--- config.mk ---
export PLATFORM = sky130hd
export DESIGN_NAME = cheshire_intr_cond
export DESIGN_NICKNAME = d
export VERILOG_FILES = /design/src/rtl/cheshire_intr_cond_pkg.sv /design/src/rtl/cheshire_intr_cond_src.sv /design/src/rtl/cheshire_intr_cond.sv
export SDC_FILE = /design/constraint.sdc
export NUM_CORES = 1
export LEC_CHECK = 0
export ABC_AREA = 1
export BUFFER_PORTS_ARGS = -buffer_cell sky130_fd_sc_hd__buf_2
export CORE_MARGIN = 2
export CORE_UTILIZATION = 39
export DETAILED_ROUTE_END_ITERATION = 12
export GPL_TIMING_DRIVEN = 0
export HOLD_SLACK_MARGIN = 0.05
export PLACE_DENSITY = 0.71
export SLEW_MARGIN = 10
export SYNTH_ARGS = -nofsm -noshare
export SYNTH_HDL_FRONTEND = slang
export SYNTH_SLANG_ARGS = --single-unit
--- constraint.sdc ---
create_clock -name clk_i -period 2.3 [get_ports clk_i]
set_input_delay 0.23 -clock clk_i [delete_from_list [all_inputs] [get_ports clk_i]]
set_output_delay 0.23 -clock clk_i [all_outputs]
set_load 0.1 [all_outputs]
--- src/rtl/cheshire_intr_cond_pkg.sv ---
// Shared types and constants for the interrupt conditioning stage.
package cheshire_intr_cond_pkg;

  typedef enum logic {
    IntrLevel = 1'b0,
    IntrEdge  = 1'b1
  } intr_mode_e;

  localparam int unsigned IntrMissCntWidth = 8;

  // Mirrors rv_plic_reg_pkg::NumSrc so that the conditioner and PLIC agree on width.
  localparam int unsigned NumSrcDefault = 64;

endpackage

--- src/rtl/cheshire_intr_cond_src.sv ---
// Single interrupt source slice: synchroniser, polarity adjust, level/edge-latched request.
// Optional build macro CHESHIRE_INTR_COND_MISSCNT_EN adds a saturating count of absorbed rises.
module cheshire_intr_cond_src
  import cheshire_intr_cond_pkg::*;
#(
  parameter int unsigned SyncStages = 2
) (
  input  logic clk,
  input  logic rst,
  input  logic raw,
  input  logic edge_mode,
  input  logic active_low,
  input  logic ack,
  output logic req
`ifdef CHESHIRE_INTR_COND_MISSCNT_EN
  ,
  output logic [IntrMissCntWidth-1:0] miss_cnt
`endif
);

  logic       s;
  logic       a;
  logic       rise;
  logic       prev_q;
  logic       pend_q;
  logic       pend_next;
  logic       req_q;
  intr_mode_e mode;

  if (SyncStages == 0) begin : g_nosync
    assign s = raw;
  end else begin : g_sync
    logic [SyncStages-1:0] sync_q;

    // Synchroniser chain; the last stage feeds the polarity/edge logic
    always_ff @(posedge clk) begin
      if (rst) begin
        sync_q <= '0;
      end else begin
        sync_q[0] <= raw;
        for (int k = 1; k < SyncStages; k++) begin
          sync_q[k] <= sync_q[k-1];
        end
      end
    end

    assign s = sync_q[SyncStages-1];
  end

  assign mode = intr_mode_e'(edge_mode);
  assign a    = s ^ active_low;
  assign rise = a & ~prev_q;

  // Pending only lives in edge mode; level mode keeps it cleared so a later switch starts clean
  always_comb begin
    pend_next = 1'b0;
    if (mode == IntrEdge) begin
      pend_next = rise | (pend_q & ~ack);
    end
  end

  // Previous-level tracker, pending latch and registered request
  always_ff @(posedge clk) begin
    if (rst) begin
      prev_q <= 1'b0;
      pend_q <= 1'b0;
      req_q  <= 1'b0;
    end else begin
      prev_q <= a;
      pend_q <= pend_next;
      req_q  <= (mode == IntrEdge) ? pend_next : a;
    end
  end

  assign req = req_q;

`ifdef CHESHIRE_INTR_COND_MISSCNT_EN
  logic [IntrMissCntWidth-1:0] cnt_q;

  // Count rises swallowed by an already-pending request; ack clears and wins over a same-cycle rise
  always_ff @(posedge clk) begin
    if (rst || ack) begin
      cnt_q <= '0;
    end else if ((mode == IntrEdge) && rise && pend_q && !(&cnt_q)) begin
      cnt_q <= cnt_q + 1'b1;
    end
  end

  assign miss_cnt = cnt_q;
`endif

endmodule

--- src/rtl/cheshire_intr_cond.sv ---
// Interrupt conditioning ahead of the PLIC: one slice per source, source 0 tied low,
// plus a registered any-request flag.
// Optional build macro CHESHIRE_INTR_COND_MISSCNT_EN exposes per-source miss counters.
module cheshire_intr_cond
  import cheshire_intr_cond_pkg::*;
#(
  parameter int unsigned NumSrc     = NumSrcDefault,
  parameter int unsigned SyncStages = 2
) (
  input  logic              clk_i,
  input  logic              rst_i,
  input  logic [NumSrc-1:0] intr_i,
  input  logic [NumSrc-1:0] edge_mode_i,
  input  logic [NumSrc-1:0] active_low_i,
  input  logic [NumSrc-1:0] ack_i,
  output logic [NumSrc-1:0] intr_o,
  output logic              pend_o
`ifdef CHESHIRE_INTR_COND_MISSCNT_EN
  ,
  output logic [NumSrc*IntrMissCntWidth-1:0] miss_cnt_o
`endif
);

  logic pend_q;
  logic unused_src0;

  // Source 0 is the reserved zero source: no flops, inputs ignored
  assign intr_o[0]   = 1'b0;
  assign unused_src0 = ^{intr_i[0], edge_mode_i[0], active_low_i[0], ack_i[0]};
`ifdef CHESHIRE_INTR_COND_MISSCNT_EN
  assign miss_cnt_o[IntrMissCntWidth-1:0] = '0;
`endif

  for (genvar i = 1; i < NumSrc; i++) begin : g_src
    cheshire_intr_cond_src #(
      .SyncStages(SyncStages)
    ) u_src (
      .clk       (clk_i),
      .rst       (rst_i),
      .raw       (intr_i[i]),
      .edge_mode (edge_mode_i[i]),
      .active_low(active_low_i[i]),
      .ack       (ack_i[i]),
      .req       (intr_o[i])
`ifdef CHESHIRE_INTR_COND_MISSCNT_EN
      ,
      .miss_cnt  (miss_cnt_o[i*IntrMissCntWidth +: IntrMissCntWidth])
`endif
    );
  end

  // Any-request flag, one edge behind intr_o
  always_ff @(posedge clk_i) begin
    if (rst_i) begin
      pend_q <= 1'b0;
    end else begin
      pend_q <= |intr_o;
    end
  end

  assign pend_o = pend_q;

endmodule

==> results.md, run 1 <==
- TritonCTS clock tree: built
- First-pass GRT wire length: 52,300 µm
- Ratio of cells with drive above 1 in the final layout: 0.212
- Number of nets produced by synthesis: 1,808
- Critical Path Source Type: flip-flop
- Fillcell total: 2,383
- Sequential standard cell area: 6330 µm²
- RSZ-0062 raised after global routing: no
- Pin count of the biggest net entering global routing: 16
- Synth top area share: 0.547
- Pins Over Slew Limit: 0
- Number of routed nets with antenna violations: 0
- Quantity of I/O buffers inserted on ports: 316
- Via-to-Cell Ratio: 4.28
- Cell accounting for the most synthesized area: sky130_fd_sc_hd__dfxtp_1
- Avg WL per Cell: 12.9 µm
- Number of clock buffers inserted by TritonCTS: 31
- Buf/Inv on CP: 2
- Syn Area/Cell: 7.46 µm²
- Leak: 8.78 nW
- CTS HTree Levels: 1
- Clock-pin transition on the worst setup and hold timing paths: 0.06 ns
- Latest clock arrival within the worst-skew pair: 0.56 ns
- Yosys reg bits: 316
- Area of the die: 31,100 µm²
- Arrival time of data at the critical path endpoint: 1.44 ns
- Highest clock rate: 0.598 GHz
- Total power consumption of the routed design: 13.3 mW
- First DRT Iteration DRCs: 418
- Gp weighted congestion: 0.827
- Yosys Warn Count: 0
- Endpoints failing setup: 0
- Count of boundary I/O pins: 323
- Result of the run: complete, no violations
- Worst-path cell with the longest stage delay: sky130_fd_sc_hd__buf_2
- GR Overflow Total: 0
- Post-layout net count: 2,411
- VDD IR-drop max: 0.516 mV
- Number of setup buffers added after CTS: 0
- Cell class contributing the biggest share of worst-path delay: buffers and inverters
- Starting density of the core: 0.393
- Global-route usage over all layers: 0.208
- Type of the worst setup path: reg2out
- Time the worst path needs with I/O delays and setup: 1.67 ns
- Commonest cells after routing, fill and taps aside: 379 x sky130_fd_sc_hd__inv_1, 335 x sky130_fd_sc_hd__nand2_1, 335 x sky130_fd_sc_hd__buf_2
- Via count of the first global-routing pass: 11,384
- Clock net sink count: 316
- Sequence of cells on the critical path: buf_4 -> buf_2
- Sequential share of the synthesized area: 0.547
- Worst max-slew margin expressed relative to the limit: 0.646
- DRT Wirelength: 33,200 µm
- # DRC: 0
- Cell variety after synth: 13
- Final HPWL from detailed placement: 21,200 µm
- Synthesized instance count: 1,550
- Max-cap violations: 0
- Initial antenna violation count: 8
- Total number of vias: 11,028
- Synth top area cells: sky130_fd_sc_hd__dfxtp_1 55%, sky130_fd_sc_hd__inv_1 12%, sky130_fd_sc_hd__nand2_1 11%, sky130_fd_sc_hd__nor2_1 9.5%, sky130_fd_sc_hd__buf_4 4.2%
- Clock skew after layout: 0.00698 ns
- Count of TritonRoute iterations in the first routing pass: 4
- Die W: 176 µm
- Synth-to-layout area growth: 48.8%
- Clock root buffer: sky130_fd_sc_hd__clkbuf_16
- Hold crit path type: in2reg
- Floorplan die height: 176 µm
- Utilization of the core after routing: 0.585
- Combined area of all synthesized cells: 11,600 µm²
- Number of placement rows: 63
- Buffer depth of the longest clock path: 3
- Type of element capturing the critical path: output port
- Power per unit of standard cell area: 771 nW/µm²
- Delay contributed by the slowest stage of the critical path: 0.41 ns
- Number of buffers inserted by hold repair at cts: 254
- Post-cts repair resize count: 0
- Summed negative setup slack over all endpoints: 0 ns
- Max Fanout on Critical Path: 2
- Worst Tran Pin Value: 0.534 ns
- Most common cell after layout, fill and taps aside: sky130_fd_sc_hd__inv_1
- Required time of the worst setup path: 2.07 ns
- Area of the core: 29,400 µm²
- Hold Fails Final Rpt: 0
- Share of the clock period used by the worst path after layout: 0.727
- Multi-input combinational cell area: 3080 µm²
Yosys cell counts (all sizes together):
cell    instances
dfxtp         316
buf            98
nor2          293
o22ai          63
conb            1
inv           379
clkbuf          1
nand2         335
a21oi           1
o21ai          63
state kept, by name, summed over array words and instances, names as in the netlist:
signal,count
g_src.u_src.prev_q,63
g_src.u_src.g_sync.sync_q,126
pend_o,1
g_src.u_src.req,63
g_src.u_src.pend_q,63
logic make-up (layout without fill, tap and decap cells):
kind of cell,Yosys count,after routing,share of synthesized area
AO/OA/AOI/OAI,127,127,0.0618
other,1,10,0.000324
buffers and inverters,478,1103,0.187
flip-flops,316,316,0.547
AND/OR/NAND/NOR,628,628,0.204
power by group:
group	internal (mW)	switching, mW	total (mW)
Sequential	5.80	0.123	5.92
Clock	2.90	2.10	5.00
Combinational	0.906	1.44	2.35
per-layer routing:
metal  vias to the layer above  GRT usage  wire length [µm]
met2                       327      0.392             16800
met5                         -          0                 0
met4                         0     0.0981              1460
met3                       113     0.0409              1880
li1                       5645          -                 -
met1                      4943      0.222             13100
metrics by stage:
| stage | instance area, µm² | instances | setup slack (ns) | hold WS (ns) |
|---|---|---|---|---|
| after floorplan | 11600 | 1550 | 1.16 | 0.337 |
| after global placement | 13600 | 2256 | 0.971 | 0.388 |
| after detailed placement | 13600 | 2256 | 1.01 | 0.392 |
| after CTS | 17200 | 2565 | 0.571 | 0.0549 |
| after global routing | 17200 | 2572 | 0.536 | 0.101 |
| final | 17200 | 2574 | 0.628 | 0.0842 |
final timing paths:
check                                         startpoint                                     endpoint  slack [ns]  cells after the start
min reg2reg  g_src[51].u_src.g_sync.sync_q[0]$_SDFF_PP0_  g_src[51].u_src.g_sync.sync_q[1]$_SDFF_PP0_        0.40                      2
min                                            ack_i[32]               g_src[32].u_src.req$_SDFF_PP0_        0.08                      4
max reg2reg  g_src[11].u_src.g_sync.sync_q[1]$_SDFF_PP0_               g_src[11].u_src.req$_SDFF_PP0_        0.68                      7
max                        g_src[1].u_src.req$_SDFF_PP0_                                    intr_o[1]        0.63                      2
layout make-up:
cell class | instances | area share
clock inverter | 11 | 0.00705
multi-input combinational | 756 | 0.179
antenna | 9 | 0.00131
buffer | 99 | 0.0433
sequential | 316 | 0.368
timing repair buffer | 570 | 0.240
tap | 390 | 0.0284
clock buffer | 44 | 0.0514
inverter | 379 | 0.0827
worst register-to-register path, stage by stage, from the launching register on:
cell and delay, ns:
sky130_fd_sc_hd__dfxtp_1 0.34, sky130_fd_sc_hd__inv_1 0.05, sky130_fd_sc_hd__nand2_1 0.07, sky130_fd_sc_hd__nand2_1 0.09, sky130_fd_sc_hd__o22ai_1 0.15, sky130_fd_sc_hd__nand2_1 0.08, sky130_fd_sc_hd__dlygate4sd3_1 0.58, sky130_fd_sc_hd__o21ai_0 0.18
No activity file was read; power rests on OpenSTA's default activity.
==> run 2, diff against run 1 <==
Clock period 2.3 ns to 1.7 ns, I/O delays scaled along.
==> run 2 against run 1 <==
Compared with the run above: sequential share of layout area barely moved; clock-buffer cell count did not move; critical path type unchanged; first-iteration DRC count rose by 11%; critical endpoint is now intr_o[18]; final cell count barely moved; global-route usage barely moved; largest power group unchanged.
==> results.md, run 2 (synthesis gave the netlist of run 1 again) <==
- Result of the run: complete, no violations
- Worst-path cell with the longest stage delay: sky130_fd_sc_hd__buf_2
- Starting density of the core: 0.393
- Worst reg-to-reg setup slack: 0.12 ns
- Pin count of the biggest net entering global routing: 16
- First DRT Iteration DRCs: 462
- Latest clock arrival within the worst-skew pair: 0.56 ns
- Die W: 176 µm
- Hold path depth: 3
- Critical Path Source Type: flip-flop
- RSZ-0062 raised after global routing: no
- Final HPWL from detailed placement: 21,200 µm
- Power per unit of standard cell area: 1040 nW/µm²
- Beginning of the worst register-to-register path: g_src[49].u_src.g_sync.sync_q[1]$_SDFF_PP0_
- Share of the clock period used by the worst path after layout: 0.948
- Count of boundary I/O pins: 323
- Destination of the worst register-to-register timing path: g_src[49].u_src.req$_SDFF_PP0_
- Type of the worst setup path: reg2out
- Worst max-slew margin expressed relative to the limit: 0.646
- Pins Over Slew Limit: 0
- Most common cell after layout, fill and taps aside: sky130_fd_sc_hd__inv_1
- Buffer depth of the longest clock path: 3
- Ratio of cells with drive above 1 in the final layout: 0.212
- GR Overflow Total: 0
- Clock net sink count: 316
- Total number of vias: 11,055
- TritonCTS clock tree: built
- Endpoints failing setup: 0
- Hold Startpoint: rst_i
- Cell class contributing the biggest share of worst-path delay: buffers and inverters
- Synth-to-layout area growth: 48.9%
- Summed negative setup slack over all endpoints: 0 ns
- Initial antenna violation count: 8
- First-pass GRT wire length: 52,300 µm
- Arrival time of data at the critical path endpoint: 1.44 ns
- VDD IR-drop max: 0.699 mV
- Clock-pin transition on the worst setup and hold timing paths: 0.06 ns
- Post-layout net count: 2,413
- Sequence of cells on the critical path: buf_4 -> buf_2
- Area of the core: 29,400 µm²
- Worst Tran Pin Value: 0.535 ns
- Hold Fails Final Rpt: 0
- Floorplan die height: 176 µm
- Critical Path Start: g_src[18].u_src.req$_SDFF_PP0_
- Time the worst path needs with I/O delays and setup: 1.61 ns
- # DRC: 0
- Via-to-Cell Ratio: 4.29
- Worst Reg-to-Reg Cells: 7
- Max-cap violations: 0
- Gp weighted congestion: 0.827
- Count of TritonRoute iterations in the first routing pass: 4
- Required time of the worst setup path: 1.53 ns
- Commonest cells after routing, fill and taps aside: 379 x sky130_fd_sc_hd__inv_1, 335 x sky130_fd_sc_hd__nand2_1, 335 x sky130_fd_sc_hd__buf_2
- Number of setup buffers added after CTS: 0
- Delay contributed by the slowest stage of the critical path: 0.42 ns
- Quantity of I/O buffers inserted on ports: 316
- Max FFs per register: 126
- Type of element capturing the critical path: output port
- Highest clock rate: 0.620 GHz
- Number of clock buffers inserted by TritonCTS: 31
- Hold Path End: g_src[21].u_src.prev_q$_SDFF_PP0_
- Area of the die: 31,100 µm²
- Clock skew after layout: 0.00609 ns
- Max Fanout on Critical Path: 2
- Buf/Inv on CP: 2
- CTS HTree Levels: 1
- Global-route usage over all layers: 0.208
- Leak: 8.79 nW
- DRT Wirelength: 33,300 µm
- Avg WL per Cell: 12.9 µm
- Number of standard cells in the layout, taps in and fillers out: 2,576
- Top reg by flops: g_src.u_src.g_sync.sync_q
- Number of routed nets with antenna violations: 0
- Via count of the first global-routing pass: 11,415
- Number of placement rows: 63
- Hold crit path type: in2reg
- Placed instance count: 2,256
- Clock root buffer: sky130_fd_sc_hd__clkbuf_16
==> run 2: cell types whose count changed in the layout (fill, tap and decap cells not counted), sizes merged <==
cell         change
dlygate4sd3      +2
==> run 2: final cells by class <==
cell class	count	area (µm²)
sequential	316	6330
timing repair buffer	572	4140
multi-input combinational	756	3080
clock inverter	11	121
fill	2381	12200
tap	390	488
antenna	9	22.5
clock buffer	44	885
inverter	379	1420
buffer	99	744
==> run 2: worst max-delay path by stage <==
stage | cells after the start | slack, ns | end
finish | 2 | 0.09 | intr_o[18]
global route | 2 | 0.01 | intr_o[18]
CTS | 2 | 0.03 | intr_o[18]
detailed placement | 6 | 0.45 | pend_o$_SDFF_PP0_
global placement | 3 | 0.43 | g_src[17].u_src.req$_SDFF_PP0_
floorplan | 0 | 0.62 | pend_o
==> run 2: worst register-to-register path: stages, from the launching register on <==
cell	delay [ns]
sky130_fd_sc_hd__dfxtp_1	0.33
sky130_fd_sc_hd__inv_1	0.05
sky130_fd_sc_hd__nand2_1	0.06
sky130_fd_sc_hd__nand2_1	0.06
sky130_fd_sc_hd__o22ai_1	0.14
sky130_fd_sc_hd__nand2_1	0.07
sky130_fd_sc_hd__dlygate4sd3_1	0.59
sky130_fd_sc_hd__o21ai_0	0.20
==> run 2: stage by stage <==
stage	instance area [µm²]	hold slack (ns)	total power, mW	setup WS (ns)	utilization
after global placement	13600	0.371	10.7	0.431	0.464
final	17200	0.0911	18.0	0.0881	0.586
after floorplan	11600	0.277	10.1	0.621	-
after detailed placement	13600	0.375	10.8	0.452	0.464
after global routing	17200	0.0893	18.7	0.0128	0.586
after CTS	17200	0.0889	18.1	0.0309	0.585
==> run 2: repair_timing <==
item / in CTS / in global routing
gates resized for setup: 0 / 3
hold buffers: 256 / 0
setup endpoints to repair: 0 / 3
endpoints found under the hold margin: 252 / 0
==> run 2: per-layer routing <==
layer  GRT usage  wire, µm  vias up
met3      0.0409      1950      113
met5           0         0        -
met1       0.222     13100     4945
met4       0.100      1450        0
met2       0.392     16800      345
li1            -         -     5652
==> run 2: power by group <==
part,switching (mW),total [mW],internal (mW)
logic,1.95,3.18,1.23
clock network,2.84,6.76,3.92
registers,0.166,8.02,7.85
